**config.mk**
```make
export PLATFORM = sky130hd
export DESIGN_NAME = sel_mux_pipe
export DESIGN_NICKNAME = d
export VERILOG_FILES = /design/src/rtl/sel_mux_pipe.sv
export SDC_FILE = /design/constraint.sdc
export NUM_CORES = 1
export LEC_CHECK = 0
export ABC_AREA = 1
export BUFFER_PORTS_ARGS = -buffer_cell sky130_fd_sc_hd__buf_2
export CAP_MARGIN = 20
export CORE_ASPECT_RATIO = 0.9
export CORE_MARGIN = 5
export CORE_UTILIZATION = 39
export CTS_BUF_LIST = sky130_fd_sc_hd__clkbuf_16
export DETAILED_ROUTE_END_ITERATION = 8
export PLACE_DENSITY = 0.81
export SLEW_MARGIN = 25
export SYNTH_ARGS = -nofsm -noshare
export SYNTH_HDL_FRONTEND = slang
export SYNTH_SLANG_ARGS = --single-unit
```
**constraint.sdc**
```tcl
create_clock -name clk -period 2.9 [get_ports clk]
set_clock_uncertainty 0.2 [all_clocks]
set_input_delay 0.58 -clock clk [delete_from_list [all_inputs] [get_ports clk]]
set_output_delay 0.58 -clock clk [all_outputs]
set_load 0.02 [all_outputs]
```
**src/rtl/sel_mux_pipe.sv**
```systemverilog
// sel_mux_pipe
//   N-way, W-bit select mux whose output sits in a 2-entry skid buffer with a
//   valid/ready handshake. The select path ends at the main register, and the
//   downstream stall path ends at the registered in_ready.
//
// Parameters
//   WIDTH  data word width in bits
//   NUM    number of input channels (>= 2)
//   SEL_W  select width, 2**SEL_W >= NUM
//
// Ports
//   clk        rising-edge clock
//   rst        asynchronous reset, active-high
//   in_data    NUM packed words, channel k at [k*WIDTH +: WIDTH]
//   in_sel     channel index, qualified by in_valid
//   in_valid   upstream word valid
//   in_ready   block can accept (registered)
//   out_data   selected word (main register)
//   out_sel    clamped index that was actually used
//   out_valid  out_data valid
//   out_ready  downstream accepts
//   sel_err    (SEL_MUX_RANGE_ERR_EN only) sticky out-of-range select flag
//   err_clr    (SEL_MUX_RANGE_ERR_EN only) clears sel_err on the next edge
//
// Build option
//   SEL_MUX_RANGE_ERR_EN  adds the sel_err/err_clr ports. Without it the
//                         out-of-range clamp to NUM-1 still applies.

module sel_mux_pipe #(
  parameter int unsigned WIDTH = 32,
  parameter int unsigned NUM   = 6,
  parameter int unsigned SEL_W = 3
) (
  input  logic                 clk,
  input  logic                 rst,
  input  logic [NUM*WIDTH-1:0] in_data,
  input  logic [SEL_W-1:0]     in_sel,
  input  logic                 in_valid,
  output logic                 in_ready,
  output logic [WIDTH-1:0]     out_data,
  output logic [SEL_W-1:0]     out_sel,
  output logic                 out_valid,
  input  logic                 out_ready
`ifdef SEL_MUX_RANGE_ERR_EN
  ,
  output logic                 sel_err,
  input  logic                 err_clr
`endif
);

  localparam logic [1:0] StEmpty = 2'd0;
  localparam logic [1:0] StOne   = 2'd1;
  localparam logic [1:0] StTwo   = 2'd2;

  // One extra bit so the compare stays correct when NUM == 2**SEL_W.
  localparam logic [SEL_W:0]   NumExt  = (SEL_W + 1)'(NUM);
  localparam logic [SEL_W-1:0] LastIdx = SEL_W'(NUM - 1);

  logic [1:0]       state_q, state_d;
  logic [WIDTH-1:0] main_data_q, main_data_d;
  logic [SEL_W-1:0] main_sel_q, main_sel_d;
  logic [WIDTH-1:0] skid_data_q, skid_data_d;
  logic [SEL_W-1:0] skid_sel_q, skid_sel_d;
  logic             in_ready_q, in_ready_d;

  logic             in_range;
  logic [SEL_W-1:0] idx;
  logic [WIDTH-1:0] sel_word;
  logic             accept;
  logic             pop;

  // Channel selection with clamp of out-of-range indices to the last channel.
  always_comb begin
    in_range = ({1'b0, in_sel} < NumExt);
    idx      = in_range ? in_sel : LastIdx;
    sel_word = '0;
    for (int unsigned k = 0; k < NUM; k++) begin
      if (idx == SEL_W'(k)) begin
        sel_word = in_data[k*WIDTH +: WIDTH];
      end
    end
  end

  assign out_valid = (state_q != StEmpty);
  assign out_data  = main_data_q;
  assign out_sel   = main_sel_q;
  assign in_ready  = in_ready_q;

  assign accept = in_valid & in_ready_q;
  assign pop    = out_valid & out_ready;

  always_comb begin
    state_d     = state_q;
    main_data_d = main_data_q;
    main_sel_d  = main_sel_q;
    skid_data_d = skid_data_q;
    skid_sel_d  = skid_sel_q;

    unique case (state_q)
      StEmpty: begin
        if (accept) begin
          state_d     = StOne;
          main_data_d = sel_word;
          main_sel_d  = idx;
        end
      end
      StOne: begin
        if (accept && pop) begin
          main_data_d = sel_word;
          main_sel_d  = idx;
        end else if (accept) begin
          // Downstream stalled: park the new word behind the held one.
          state_d     = StTwo;
          skid_data_d = sel_word;
          skid_sel_d  = idx;
        end else if (pop) begin
          state_d = StEmpty;
        end
      end
      StTwo: begin
        // in_ready is low here, so only a pop can happen.
        if (pop) begin
          state_d     = StOne;
          main_data_d = skid_data_q;
          main_sel_d  = skid_sel_q;
        end
      end
      default: begin
        state_d = StEmpty;
      end
    endcase

    in_ready_d = (state_d != StTwo);
  end

  always_ff @(posedge clk or posedge rst) begin
    if (rst) begin
      state_q     <= StEmpty;
      main_data_q <= '0;
      main_sel_q  <= '0;
      skid_data_q <= '0;
      skid_sel_q  <= '0;
      in_ready_q  <= 1'b1;
    end else begin
      state_q     <= state_d;
      main_data_q <= main_data_d;
      main_sel_q  <= main_sel_d;
      skid_data_q <= skid_data_d;
      skid_sel_q  <= skid_sel_d;
      in_ready_q  <= in_ready_d;
    end
  end

`ifdef SEL_MUX_RANGE_ERR_EN
  logic sel_err_q, sel_err_d;

  // Set has priority over clear when both land in the same cycle.
  always_comb begin
    sel_err_d = sel_err_q;
    if (accept && !in_range) begin
      sel_err_d = 1'b1;
    end else if (err_clr) begin
      sel_err_d = 1'b0;
    end
  end

  always_ff @(posedge clk or posedge rst) begin
    if (rst) begin
      sel_err_q <= 1'b0;
    end else begin
      sel_err_q <= sel_err_d;
    end
  end

  assign sel_err = sel_err_q;
`endif

endmodule

```
==> flow_metrics.env <==
export IMPL_cts_sinks=73
export IMPL_insertion_delay_ps=320
export IMPL_ys_ff_latch=73
export IMPL_die_w_um=127.4
export IMPL_nets=1148
export IMPL_post_dp_hpwl_um=13310
export IMPL_wl_per_cell_um=16.43
export IMPL_finalHoldViolCount=0
export IMPL_routabilityCongestion=0.9163
export IMPL_yosysTopAreaCellShare_pct=37.27
export IMPL_ir_drop_mv=0.2757
export IMPL_netlist_instances=738
export IMPL_syn_nets=937
export IMPL_power_switching_mw=1.875
export IMPL_fmax_ghz=0.4447
export IMPL_track_usage_pct=24.55
export IMPL_status="finished, final reports clean"
export IMPL_cts_root_buf="clkbuf_16"
export IMPL_p_int_mw=2.881
export IMPL_cp_start_kind="flip-flop"
export IMPL_hold_buffers=0
export IMPL_postSynthAreaPerCell_um2=6.551
export IMPL_grt_max_degree=57
export IMPL_die_area_mm2=0.01473
export IMPL_ys_seq_area_share_pct=37.81
export IMPL_maxSlewHeadroom_pct=38.48
export IMPL_die_h_um=115.6
export IMPL_setup_violations_final=0
export IMPL_area_growth_pct=32.25
export IMPL_crit_slowest_cell="o21ai_4"
export IMPL_avgViaCountPerCell=5.289
export IMPL_place_port_buffers=235
export IMPL_yosys_top_cells_area="dfrtp_1, nand2_1, nand3_1"
export IMPL_drt_iter0_drc=524
export IMPL_postLayoutCoreUtil_pct=52.73
export IMPL_rsz0062_at_grt="no"
export IMPL_grt_pass1_wl_um=28680
export IMPL_route_met2_wl_um=8588
export IMPL_yosysTopAreaCell="dfrtp_1"
export IMPL_cp_startpoint="state_q[0]"
export IMPL_switching_share_pct=39.43
export IMPL_wl_met3_um=1641
export IMPL_crit_family="buffers and inverters"
export IMPL_drv_slew=0
export IMPL_num_rows=38
export IMPL_post_cts_resized=0
export IMPL_synth_edf_count=0
export IMPL_drive_gt1_share_pct=28.96
export IMPL_yosysMostFrequentCell="nand2_1"
export IMPL_ys_top_cells_by_count="nand2_1, nand3_1, dfrtp_1"
export IMPL_cts_setup_buffers=0
export IMPL_ys_flop_type="dfrtp_1"
export IMPL_dp_cells=1098
export IMPL_drtPass1Iterations=5
export IMPL_critPathMaxFanout=41
export IMPL_highest_layer="met5"
export IMPL_finalCritPeriodShare_pct=77.55
export IMPL_clockBufferDepth=2
export IMPL_crit_chain="inv_1 > nand2_1 > inv_1 > o21ai_4 > buf_4 > a21oi_1 > nand2_1 > nand2_1"
export IMPL_grt_pass1_vias=5802
export IMPL_cpMostUsedCell="nand2_1"
export IMPL_io_pins=236
export IMPL_total_power_mw=4.756
export IMPL_post_route_min_period_ps=2249
export IMPL_worst_setup_path_type="reg -> reg"
export IMPL_worst_path_buf_inv=3
export IMPL_placed_area_mm2=0.006078
export IMPL_path_clk_slew_ps=60
export IMPL_maxCapViolations=0
export IMPL_fin_cells=1115
export IMPL_stdcell_area_mm2=0.006394
export IMPL_synth_cell_types=25
export IMPL_p_leak_nw=3.567
export IMPL_async_flop_share_pct=100.0
export IMPL_cts_buffers=9
export IMPL_dr_total_vias=5897
export IMPL_m1WireLength_um=7480
export IMPL_start_util_pct=39.88
export IMPL_min_path_type="in -> async"
export IMPL_rr_startpoint="state_q[0]"
export IMPL_pwr_share_comb_pct=39.8
export IMPL_seq_power_share_pct=35.7
export IMPL_max_stage_delay_ps=530
export IMPL_cts_tree="done"
export IMPL_htreeDepth=3
export IMPL_netlist_area_mm2=0.004835
export IMPL_end_kind="flip-flop"
export IMPL_overflow=0
export IMPL_route_detailed_drc=0
export IMPL_powerDensity_mw_per_mm2=743.9
export IMPL_clkPwrFrac_pct=24.5
export IMPL_crit_required_ps=2920
export IMPL_worst_slew_pin_slew_ps=921.5
export IMPL_ys_warn_count=0
export IMPL_totalWireLength_um=18320
export IMPL_setup_tns_ps=0
export IMPL_ant_nets=0
export IMPL_crit_arrival_ps=2270
export IMPL_antenna_found_initial=2
export IMPL_coreArea_mm2=0.01212
cell families after synthesis:
logic type | count (synthesis) | share of synthesized area [%]
compound gates | 85 | 9.136
flops | 73 | 37.81
simple gates | 462 | 42.42
buf+inv | 118 | 10.64
layer usage:
metal  track usage, %  up-vias
met2            42.02      318
met5                0        -
met3            5.253       38
met1            30.06     2681
met4            10.58        2
li1                 -     2858
cell usage in the layout (no fill, tap or decap):
cell / Yosys / layout
o21ai_4: 0 / 1
o21ai_1: 30 / 30
nand2_1: 221 / 221
clkbuf_16: 0 / 9
nor2_1: 63 / 63
clkinvlp_4: 0 / 1
dfstp_2: 1 / 1
inv_1: 65 / 65
a31oi_1: 3 / 3
buf_4: 8 / 12
o22ai_1: 4 / 4
nand3_1: 122 / 122
bufinv_16: 0 / 2
nand3_2: 1 / 1
inv_2: 5 / 5
diode_2: 0 / 2
a21oi_1: 36 / 36
o21ai_2: 2 / 1
nand3b_1: 1 / 1
dfrtp_1: 72 / 72
clkinv_2: 0 / 2
buf_2: 27 / 235
clkinv_4: 0 / 1
buf_12: 0 / 1
nand4_1: 50 / 50
nor2_4: 1 / 1
nor2_8: 1 / 1
nand2_2: 1 / 1
o21ai_0: 10 / 10
nor2_2: 1 / 1
final timing paths:
check | to | slack (ps) | cells after the start
worst min register to register | out_data[18] | 270 | 2
worst max register to register | out_data[25] | 650 | 8
worst min-delay path | out_data[12] | 70 | 2
min in group clk | out_data[18] | 270 | 2
max in group asynchronous | in_ready | 1790 | 3
worst max-delay path | out_data[25] | 650 | 8
worst register-to-register path: stages, from the launching register on:
cell and delay (ps):
dfrtp_1 400, inv_1 60, nand2_1 90, inv_1 80, o21ai_4 530, buf_4 520, a21oi_1 100, nand2_1 120
nand2_1 50
area by class of cell:
cell class	instances	area, µm²
diodes	2	5.005
clock buffers	9	225.2
clock inverters	6	85.08
fillers	1266	5731
inverters	70	264.0
multi-input cells	547	2500
flip-flops and latches	73	1828
well taps	160	200.2
repair buffers	248	1286
per-stage QoR:
step	setup WS, ps	hold slack (ps)
after global placement	424.2	258.9
after CTS	676.6	69.57
after detailed placement	411.9	260.9
final	651.1	66.59
after global routing	528.8	113.2
after floorplan	268.4	249.3
state kept, by name, summed over array words and instances, names as in the netlist:
| signal | count |
|---|---|
| in_ready | 1 |
| out_sel | 3 |
| state_q | 2 |
| skid_sel_q | 3 |
| out_data | 32 |
| skid_data_q | 32 |
power by group through the flow:
stage,Combinational (mW),Sequential [mW],Clock [mW]
2_1_floorplan,0.961,1.96,0
3_3_place_gp,1.86,1.69,0
3_5_place_dp,1.89,1.70,0
4_1_cts,1.90,1.69,1.20
5_1_grt,2.11,1.75,1.24
6_report,1.89,1.70,1.17
(Power assumes the default switching activity.)
